**src/rtl/out_port_arbiter.sv**
```systemverilog
// Output-port allocator for a 3-input NoC router slice: wormhole-locked grant of S/W/L FIFOs.
// Optional feature macro: PRESSURE_PRIO_EN (congestion-aware grant selection in IDLE).
module out_port_arbiter #(
   parameter int DATASIZE     = 40,
   parameter int WIDTH        = 3,
   parameter int PRESS_THRESH = 6
) (
   input  logic                fifo_clk,
   input  logic                rst_n,
   input  logic [DATASIZE-1:0] S_data_in,
   input  logic [DATASIZE-1:0] W_data_in,
   input  logic [DATASIZE-1:0] L_data_in,
   input  logic                S_valid_in,
   input  logic                W_valid_in,
   input  logic                L_valid_in,
   input  logic                S_req_in,
   input  logic                W_req_in,
   input  logic                L_req_in,
   input  logic [WIDTH:0]      S_pressure_in,
   input  logic [WIDTH:0]      W_pressure_in,
   input  logic [WIDTH:0]      L_pressure_in,
   output logic                fifo_ready_S,
   output logic                fifo_ready_W,
   output logic                fifo_ready_L,
   output logic [DATASIZE-1:0] out_data,
   output logic                out_valid,
   input  logic                out_full_in,
   output logic [2:0]          grant_onehot,
   output logic                pkt_done
);

   typedef enum logic {IDLE, LOCK} state_t;

   state_t              state, state_nxt;
   logic [1:0]          gidx, gidx_nxt;
   logic [1:0]          rr_ptr, rr_nxt;
   logic [DATASIZE-1:0] data_a [3];
   logic [2:0]          valid_a, req_a, cand, ready, gnt_oh;
   logic [1:0]          pick, idx;
   logic                found;
   logic                slot_free, pop;
   logic [DATASIZE-1:0] pop_data;

   assign data_a[0] = S_data_in;
   assign data_a[1] = W_data_in;
   assign data_a[2] = L_data_in;
   assign valid_a   = {L_valid_in, W_valid_in, S_valid_in};
   assign req_a     = {L_req_in, W_req_in, S_req_in};

   // Head (10) and single (11) both have the MSB of the type field set.
   always_comb begin
      cand = '0;
      for (int unsigned i = 0; i < 3; i++)
         cand[i] = valid_a[i] & req_a[i] & data_a[i][DATASIZE-1];
   end

   function automatic logic [1:0] rr_idx(input logic [1:0] base, input logic [1:0] off);
      logic [2:0] s;
      s = {1'b0, base} + {1'b0, off};
      if (s >= 3'd3) s = s - 3'd3;
      return s[1:0];
   endfunction

`ifdef PRESSURE_PRIO_EN
   localparam logic [WIDTH:0] THRESH = (WIDTH+1)'(PRESS_THRESH);
   logic [WIDTH:0] press_a [3];
   logic [WIDTH:0] best;
   logic [2:0]     hot;

   assign press_a[0] = S_pressure_in;
   assign press_a[1] = W_pressure_in;
   assign press_a[2] = L_pressure_in;

   // Strict '>' while scanning in rr order keeps the earliest rr candidate on ties.
   always_comb begin
      hot = '0;
      for (int unsigned i = 0; i < 3; i++)
         hot[i] = cand[i] & (press_a[i] >= THRESH);
      pick  = '0;
      found = 1'b0;
      best  = '0;
      idx   = '0;
      for (int unsigned i = 0; i < 3; i++) begin
         idx = rr_idx(rr_ptr, 2'(i));
         if (|hot) begin
            if (hot[idx] && (!found || press_a[idx] > best)) begin
               pick  = idx;
               found = 1'b1;
               best  = press_a[idx];
            end
         end else if (cand[idx] && !found) begin
            pick  = idx;
            found = 1'b1;
         end
      end
   end
`else
   logic unused_press;
   assign unused_press = ^{S_pressure_in, W_pressure_in, L_pressure_in};

   always_comb begin
      pick  = '0;
      found = 1'b0;
      idx   = '0;
      for (int unsigned i = 0; i < 3; i++) begin
         idx = rr_idx(rr_ptr, 2'(i));
         if (cand[idx] && !found) begin
            pick  = idx;
            found = 1'b1;
         end
      end
   end
`endif

   assign gnt_oh       = 3'b001 << gidx;
   assign grant_onehot = (state == LOCK) ? gnt_oh : '0;
   assign slot_free    = !out_valid || !out_full_in;
   assign ready        = (rst_n && state == LOCK && slot_free) ? (gnt_oh & valid_a) : '0;
   assign fifo_ready_S = ready[0];
   assign fifo_ready_W = ready[1];
   assign fifo_ready_L = ready[2];
   assign pop          = |ready;
   assign pop_data     = data_a[gidx];
   assign pkt_done     = pop & pop_data[DATASIZE-2];

   always_comb begin
      state_nxt = state;
      gidx_nxt  = gidx;
      rr_nxt    = rr_ptr;
      case (state)
         IDLE: begin
            if (|cand) begin
               state_nxt = LOCK;
               gidx_nxt  = pick;
            end
         end
         LOCK: begin
            if (pkt_done) begin
               state_nxt = IDLE;
               rr_nxt    = (gidx == 2'd2) ? 2'd0 : gidx + 2'd1;
            end
         end
         default: state_nxt = IDLE;
      endcase
   end

   always_ff @(posedge fifo_clk) begin
      if (!rst_n) begin
         state     <= IDLE;
         gidx      <= '0;
         rr_ptr    <= '0;
         out_data  <= '0;
         out_valid <= 1'b0;
      end else begin
         state  <= state_nxt;
         gidx   <= gidx_nxt;
         rr_ptr <= rr_nxt;
         if (pop) begin
            out_data  <= pop_data;
            out_valid <= 1'b1;
         end else if (slot_free) begin
            out_valid <= 1'b0;
         end
      end
   end

endmodule

```
**config.mk**
```make
export PLATFORM = sky130hd
export DESIGN_NAME = out_port_arbiter
export DESIGN_NICKNAME = d
export VERILOG_FILES = /design/src/rtl/out_port_arbiter.sv
export SDC_FILE = /design/constraint.sdc
export NUM_CORES = 1
export LEC_CHECK = 0
export CAP_MARGIN = 5
export CORE_UTILIZATION = 37
export CTS_BUF_LIST = sky130_fd_sc_hd__clkbuf_8
export DETAILED_ROUTE_END_ITERATION = 16
export GPL_ROUTABILITY_DRIVEN = 0
export PLACE_DENSITY = 0.84
export SLEW_MARGIN = 20
export SYNTH_ARGS = -nofsm -noshare
export SYNTH_HDL_FRONTEND = slang
export SYNTH_SLANG_ARGS = --single-unit
```
**constraint.sdc**
```tcl
create_clock -name fifo_clk -period 1.6 [get_ports fifo_clk]
set_input_delay 0.16 -clock fifo_clk [delete_from_list [all_inputs] [get_ports fifo_clk]]
set_output_delay 0.16 -clock fifo_clk [all_outputs]
set_load 0.02 [all_outputs]
```
==> impl_metrics.toml, run 1 <==
[status]
outcome = "finished, final reports clean"

[timing]
fin_crit_sh = 0.9961
relSlewSlack = 0.7659
rsz0062_at_grt = "true"
final_hold_viol_count = 0
setup_viol_count_final = 0
drv_slew = 0
setup_tns_ns = 0
whs_ns = 0.4487
max_freq_ghz = 0.6275
post-route-min-period_ns = 1.594
setup_slack_ns = 0.006315
fin_skew_ns = 0.008164
tightest_slew_ns = 0.3511

[drt]
wl_per_cell_um = 16.08
ant_nets = 0
first_pass_iters = 6
via_per_inst = 5.292
drt-initial-drc-count = 141
drt_wl_total_mm = 9.970
drc_errors = 0
dr_total_vias = 3281

[yosys]
synth-warning-count = 0
syn-num-nets = 476
synthCells = 332
synth_edf_count = 0
ys_seq_area_frac = 0.3335
synth_xor_area_frac = 0
synth_mux_area_frac = 0.1618
synth_top_family_by_area = "compound AO/OA/AOI/OAI gates"
synth-simple-area-share = 0.1142
synth_cell_type_count = 37
netlist_area_um2 = 2761
synth-adder-area-share = 0.01359
ys_seq_elements = 46
avgSynthCellArea_um2 = 8.317
synth_compound_area_frac = 0.3104
synth_top_flop_cell = "dfxtp_1"
synth-async-reset-ratio = 0

[clock_tree]
cts.sinks = 46
cts_tree = "built"
cts_root_buf = "clkbuf_8"
htree_levels = 2
clk_latency_ns = 0.29
cts_buffers = 5
cts_hold_buffers = 0
clockBufferDepth = 2
clk_pin_slew_ns = 0.08

[floorplan]
die_y_um = 88.39
dieArea_um2 = 7813
pin_count = 189
die_w_um = 88.39
initial_core_util = 0.3828
rows = 31
core-area_um2 = 7214

[setup_path]
crit_family = "flip-flops"
crit_type = "register to register"
critical_path.cell_chain = "mux2i_4 -> o2bb2ai_4 -> buf_12 -> and2_4 -> buf_12 -> a211oi_4"
max_stage_delay_ns = 0.43
worstPathRequired_ns = 1.80
end_kind = "register"
cp_common_cell = "buf_12"
slowest_stage = "dfxtp_4"
critPathMaxFanout = 10
cp-start-kind = "register"
ff2ff_setup_slack_ns = 0.006
crit_arrival_ns = 1.79
critPathBufInv = 2

[place]
numPortBuffers = 176
pre_cts_ws_ns = -0.3204
dp_hpwl_mm = 7.297
dp_cells = 603

[global_route]
grt_pass1_vias = 3085
grt_overflow = 0
antenna_found_initial = 0
grt_start_max_net_pins = 27
grt_usage = 0.2373
grt_pass1_wl_mm = 14.28

[layout]
fin_cells = 620
num_antenna_cells = 0
nNetsFinal = 664
drive_above_1_share = 0.1939
syn_to_final_growth_pct = 85.86

[pwr]
ir_drop_mv = 0.3162
p_leak_uw = 0.001845
power_density_nw_per_um2 = 674.0
fin_total_pwr_uw = 3459

[hold_path]
min_path_type = "input port to register"

[run]
max_cap_viol_count = 0
==> layer usage <==
layer	wire length, um	share of wire	track usage	vias up
met5	0	0	0	-
met4	140	0.014	0.07918	0
li1	-	-	-	1591
met1	3870	0.39	0.2641	1521
met3	812	0.081	0.05317	14
met2	5147	0.52	0.4434	155
==> where the power goes <==
group / switching (uW) / internal (uW) / total, uW
Combinational: 645 / 742 / 1390
Sequential: 43.4 / 1210 / 1250
Clock: 366 / 455 / 821
==> Yosys cell counts (3+ instances only) <==
library cell	count	share of area
mux2i_1	41	0.15
nand3_1	5	0.0091
ha_1	3	0.014
a211oi_2	10	0.045
a21oi_1	81	0.15
buf_6	3	0.012
clkbuf_1	14	0.019
buf_1	3	0.0041
buf_2	12	0.022
and3_1	3	0.0068
a211oi_1	29	0.079
dfxtp_1	46	0.33
nor2_1	45	0.061
inv_1	4	0.0054
nand2_1	4	0.0054
a31oi_1	3	0.0068
==> state kept, by name (all words and copies together), names as in the netlist <==
name / cells
rr_ptr: 2
out_valid: 1
gidx: 2
out_data: 40
state: 1
==> cell usage in the layout (no fill, tap or decap), types with 3 or more instances in the layout <==
| cell | n |
|---|---|
| nor2_1 | 44 |
| clkbuf_8 | 5 |
| clkdlybuf4s50_1 | 169 |
| dfxtp_1 | 44 |
| inv_1 | 6 |
| a211oi_1 | 5 |
| buf_2 | 4 |
| buf_4 | 30 |
| nand3_1 | 5 |
| a31oi_1 | 3 |
| buf_6 | 3 |
| nand2_1 | 4 |
| a211oi_2 | 33 |
| buf_12 | 4 |
| a21oi_1 | 79 |
| clkbuf_16 | 3 |
| mux2i_1 | 41 |
==> worst min-delay path, stage by stage <==
cell,delay (ns)
clkdlybuf4s50_1,0.40
nand2_1,0.08
a21oi_1,0.06
==> per-stage QoR <==
stage                     instance area (um^2)  utilization
after floorplan                           2761            -
after detailed placement                  4736       0.6564
final                                     5132       0.7114
after global routing                      5132       0.7114
after CTS                                 4922       0.6823
after global placement                    4736       0.6564
==> layout make-up <==
cell class,instances,area (um^2)
clock buffers,5,68.82
clock inverters,3,37.54
fillers,570,2082
inverters,5,18.77
multi-input cells,248,1824
flip-flops and latches,46,928.4
well taps,99,123.9
repair buffers,214,2131
==> what timing repair did <==
action | CTS | global route
cloned | 0 | 4
setup buffers | 3 | 3
endpoints found under the setup margin | 48 | 41
gates resized for setup | 44 | 28
pin swaps | 0 | 2
==> kinds of logic (layout without fill, tap and decap cells) <==
logic type | after synthesis | after routing
AOI/OAI and AO/OA | 132 | 132
muxes | 44 | 44
buffers and inverters | 38 | 227
and+or+nand+nor | 69 | 69
adders and majority gates | 3 | 3
DFF | 46 | 46
==> path summary, 6_finish.rpt <==
check                                 start     endpoint  cells after the start
worst max-delay path                gidx[0]  out_data[6]                      6
worst min register to register    out_valid    out_valid                      2
worst min-delay path            out_full_in    out_valid                      3
worst max register to register      gidx[0]  out_data[6]                      6
Power figures use the tool's default switching activity.
==> inputs of run 2 (changes only) <==
Settings changed: SKIP_LAST_GASP set to 1.
==> run 2 against run 1 <==
Compared with the run above:
- sequential power about the same
- global-route usage unchanged
- total power decreased by 2.5%
- critical path type is now register to primary output
- core utilization decreased by 2.3 points
- final area decreased by 3.3%
- maximum frequency decreased by 0.32%
- flip-flop and latch count unchanged
- register-to-register slack about the same
- first-iteration DRC count decreased by 13%
- non-clock buffer count decreased by 6
- largest cell class unchanged
- sequential share of layout area increased by 0.61 points
==> impl_metrics.toml, run 2 (synthesis gave the netlist of run 1 again) <==
[timing]
drv_slew = 0
final_hold_viol_count = 0
rsz0062_at_grt = "true"
max_freq_ghz = 0.6255
setup_tns_ns = 0
relSlewSlack = 0.7649
tightest_slew_ns = 0.3526
setup_slack_ns = 0.001250
fin_crit_sh = 0.9992
post-route-min-period_ns = 1.599
fin_skew_ns = 0.009000
setup_viol_count_final = 0

[pwr]
p_int_uw = 2356
p_comb_frac = 0.386
p_clk_frac = 0.243
p_leak_uw = 0.001784
switching_share = 0.3015
power_density_nw_per_um2 = 679.2
p_switching_uw = 1017
ir_drop_mv = 0.3063
p_seq_frac = 0.371

[clock_tree]
clockBufferDepth = 2
clk_pin_slew_ns = 0.08
htree_levels = 2
cts_tree = "built"
cts_hold_buffers = 0
cts.sinks = 46
cts_root_buf = "clkbuf_8"
cts_buffers = 5
clk_latency_ns = 0.29

[place]
pre_cts_ws_ns = -0.3204
placed_area_um2 = 4736
dp_hpwl_mm = 7.297
numPortBuffers = 176
dp_cells = 603

[floorplan]
dieArea_um2 = 7813
die_y_um = 88.39
core-area_um2 = 7214
pin_count = 189
initial_core_util = 0.3828
die_w_um = 88.39
rows = 31

[layout]
final_cell_mix = "clkdlybuf4s50_1, a21oi_1, nor2_1, dfxtp_1, mux2i_1"
reg.largest.list = "out_data (40), gidx (2), rr_ptr (2)"
stdcell_area_um2 = 4965
top_register = "out_data"
final_common_cell = "clkdlybuf4s50_1"
fin_cells = 614
syn_to_final_growth_pct = 79.79
drive_above_1_share = 0.1650
nNetsFinal = 658
num_antenna_cells = 0
largest_reg_flops = 40

[run]
max_cap_viol_count = 0

[hold_path]
min_path_type = "input port to register"

[drt]
drt_wl_total_mm = 9.476
wl_per_cell_um = 15.43
drc_errors = 0
via_per_inst = 5.261
drt-initial-drc-count = 123
ant_nets = 0
first_pass_iters = 6
dr_total_vias = 3230

[global_route]
grt_start_max_net_pins = 27
grt_overflow = 0
grt_pass1_vias = 3079
grt_usage = 0.2373
antenna_found_initial = 0
grt_pass1_wl_mm = 14.29

[setup_path]
critPathMaxFanout = 6
crit_type = "register to primary output"
cp-start-kind = "register"
crit_arrival_ns = 1.44
end_kind = "primary output"
worstPathRequired_ns = 1.44

[status]
outcome = "finished, final reports clean"
## run 2: changes by cell type in the layout (fill, tap and decap cells not counted), moves of 2 or more
| cell | delta |
|---|---|
| buf_6 | -2 |
| clkbuf_16 | -3 |
| buf_4 | -2 |
| a21oi_2 | -2 |
| a211oi_2 | -7 |
| a211oi_1 | +8 |
| a21oi_1 | +2 |
## run 2: what timing repair did
action | 4_1_cts | 5_1_grt
setup endpoints to repair | 48 | 42
resized for setup | 33 | 25
buffers inserted | 3 | 1
pin swaps | 0 | 1
## run 2: final cells by class
type                       count  area, um^2
fill                         595        2250
inverter                       5       18.77
clock buffer                   5       68.82
timing repair buffer         208        2018
sequential                    46       928.4
tap                           99       123.9
clock inverter                 3       37.54
multi-input combinational    248        1769
## run 2: per-layer routing
layer / wire [um] / track usage
met3: 779 / 0.05410
met5: 0 / 0
met4: 119 / 0.07625
met1: 3680 / 0.2635
met2: 4896 / 0.4448
## run 2: power by group through the flow
stage | Sequential (uW) | Clock, uW | Combinational (uW)
6_report | 1250 | 820 | 1300
5_1_grt | 1260 | 884 | 1400
4_1_cts | 1250 | 834 | 1280
3_5_place_dp | 1280 | 0 | 1230
3_3_place_gp | 1280 | 0 | 1210
2_1_floorplan | 1330 | 0 | 556
## run 2: path summary, 6_finish.rpt
kind	startpoint	to	slack (ns)	cells past startpoint
worst max register to register	gidx[0]	out_data[19]	0.001	6
worst max-delay path	gidx[0]	pkt_done	0.001	5
worst min register to register	out_valid	out_valid	0.48	2
worst min-delay path	out_full_in	out_valid	0.45	3
## run 2: critical path, cell delays in order, from the launching register on
cell and delay, ns:
dfxtp_4 0.40, nor2b_4 0.22, o2bb2ai_1 0.16, nand3_1 0.12, inv_1 0.09, buf_2 0.16
## run 2: metrics by stage
stage          utilization  total power (uW)  hold WS, ns
6_report            0.6882              3372       0.4468
5_1_grt             0.6882              3540       0.4718
4_1_cts             0.6830              3365       0.4441
3_5_place_dp        0.6564              2509       0.4762
3_3_place_gp        0.6564              2485       0.4709
2_1_floorplan            -              1886       0.2983
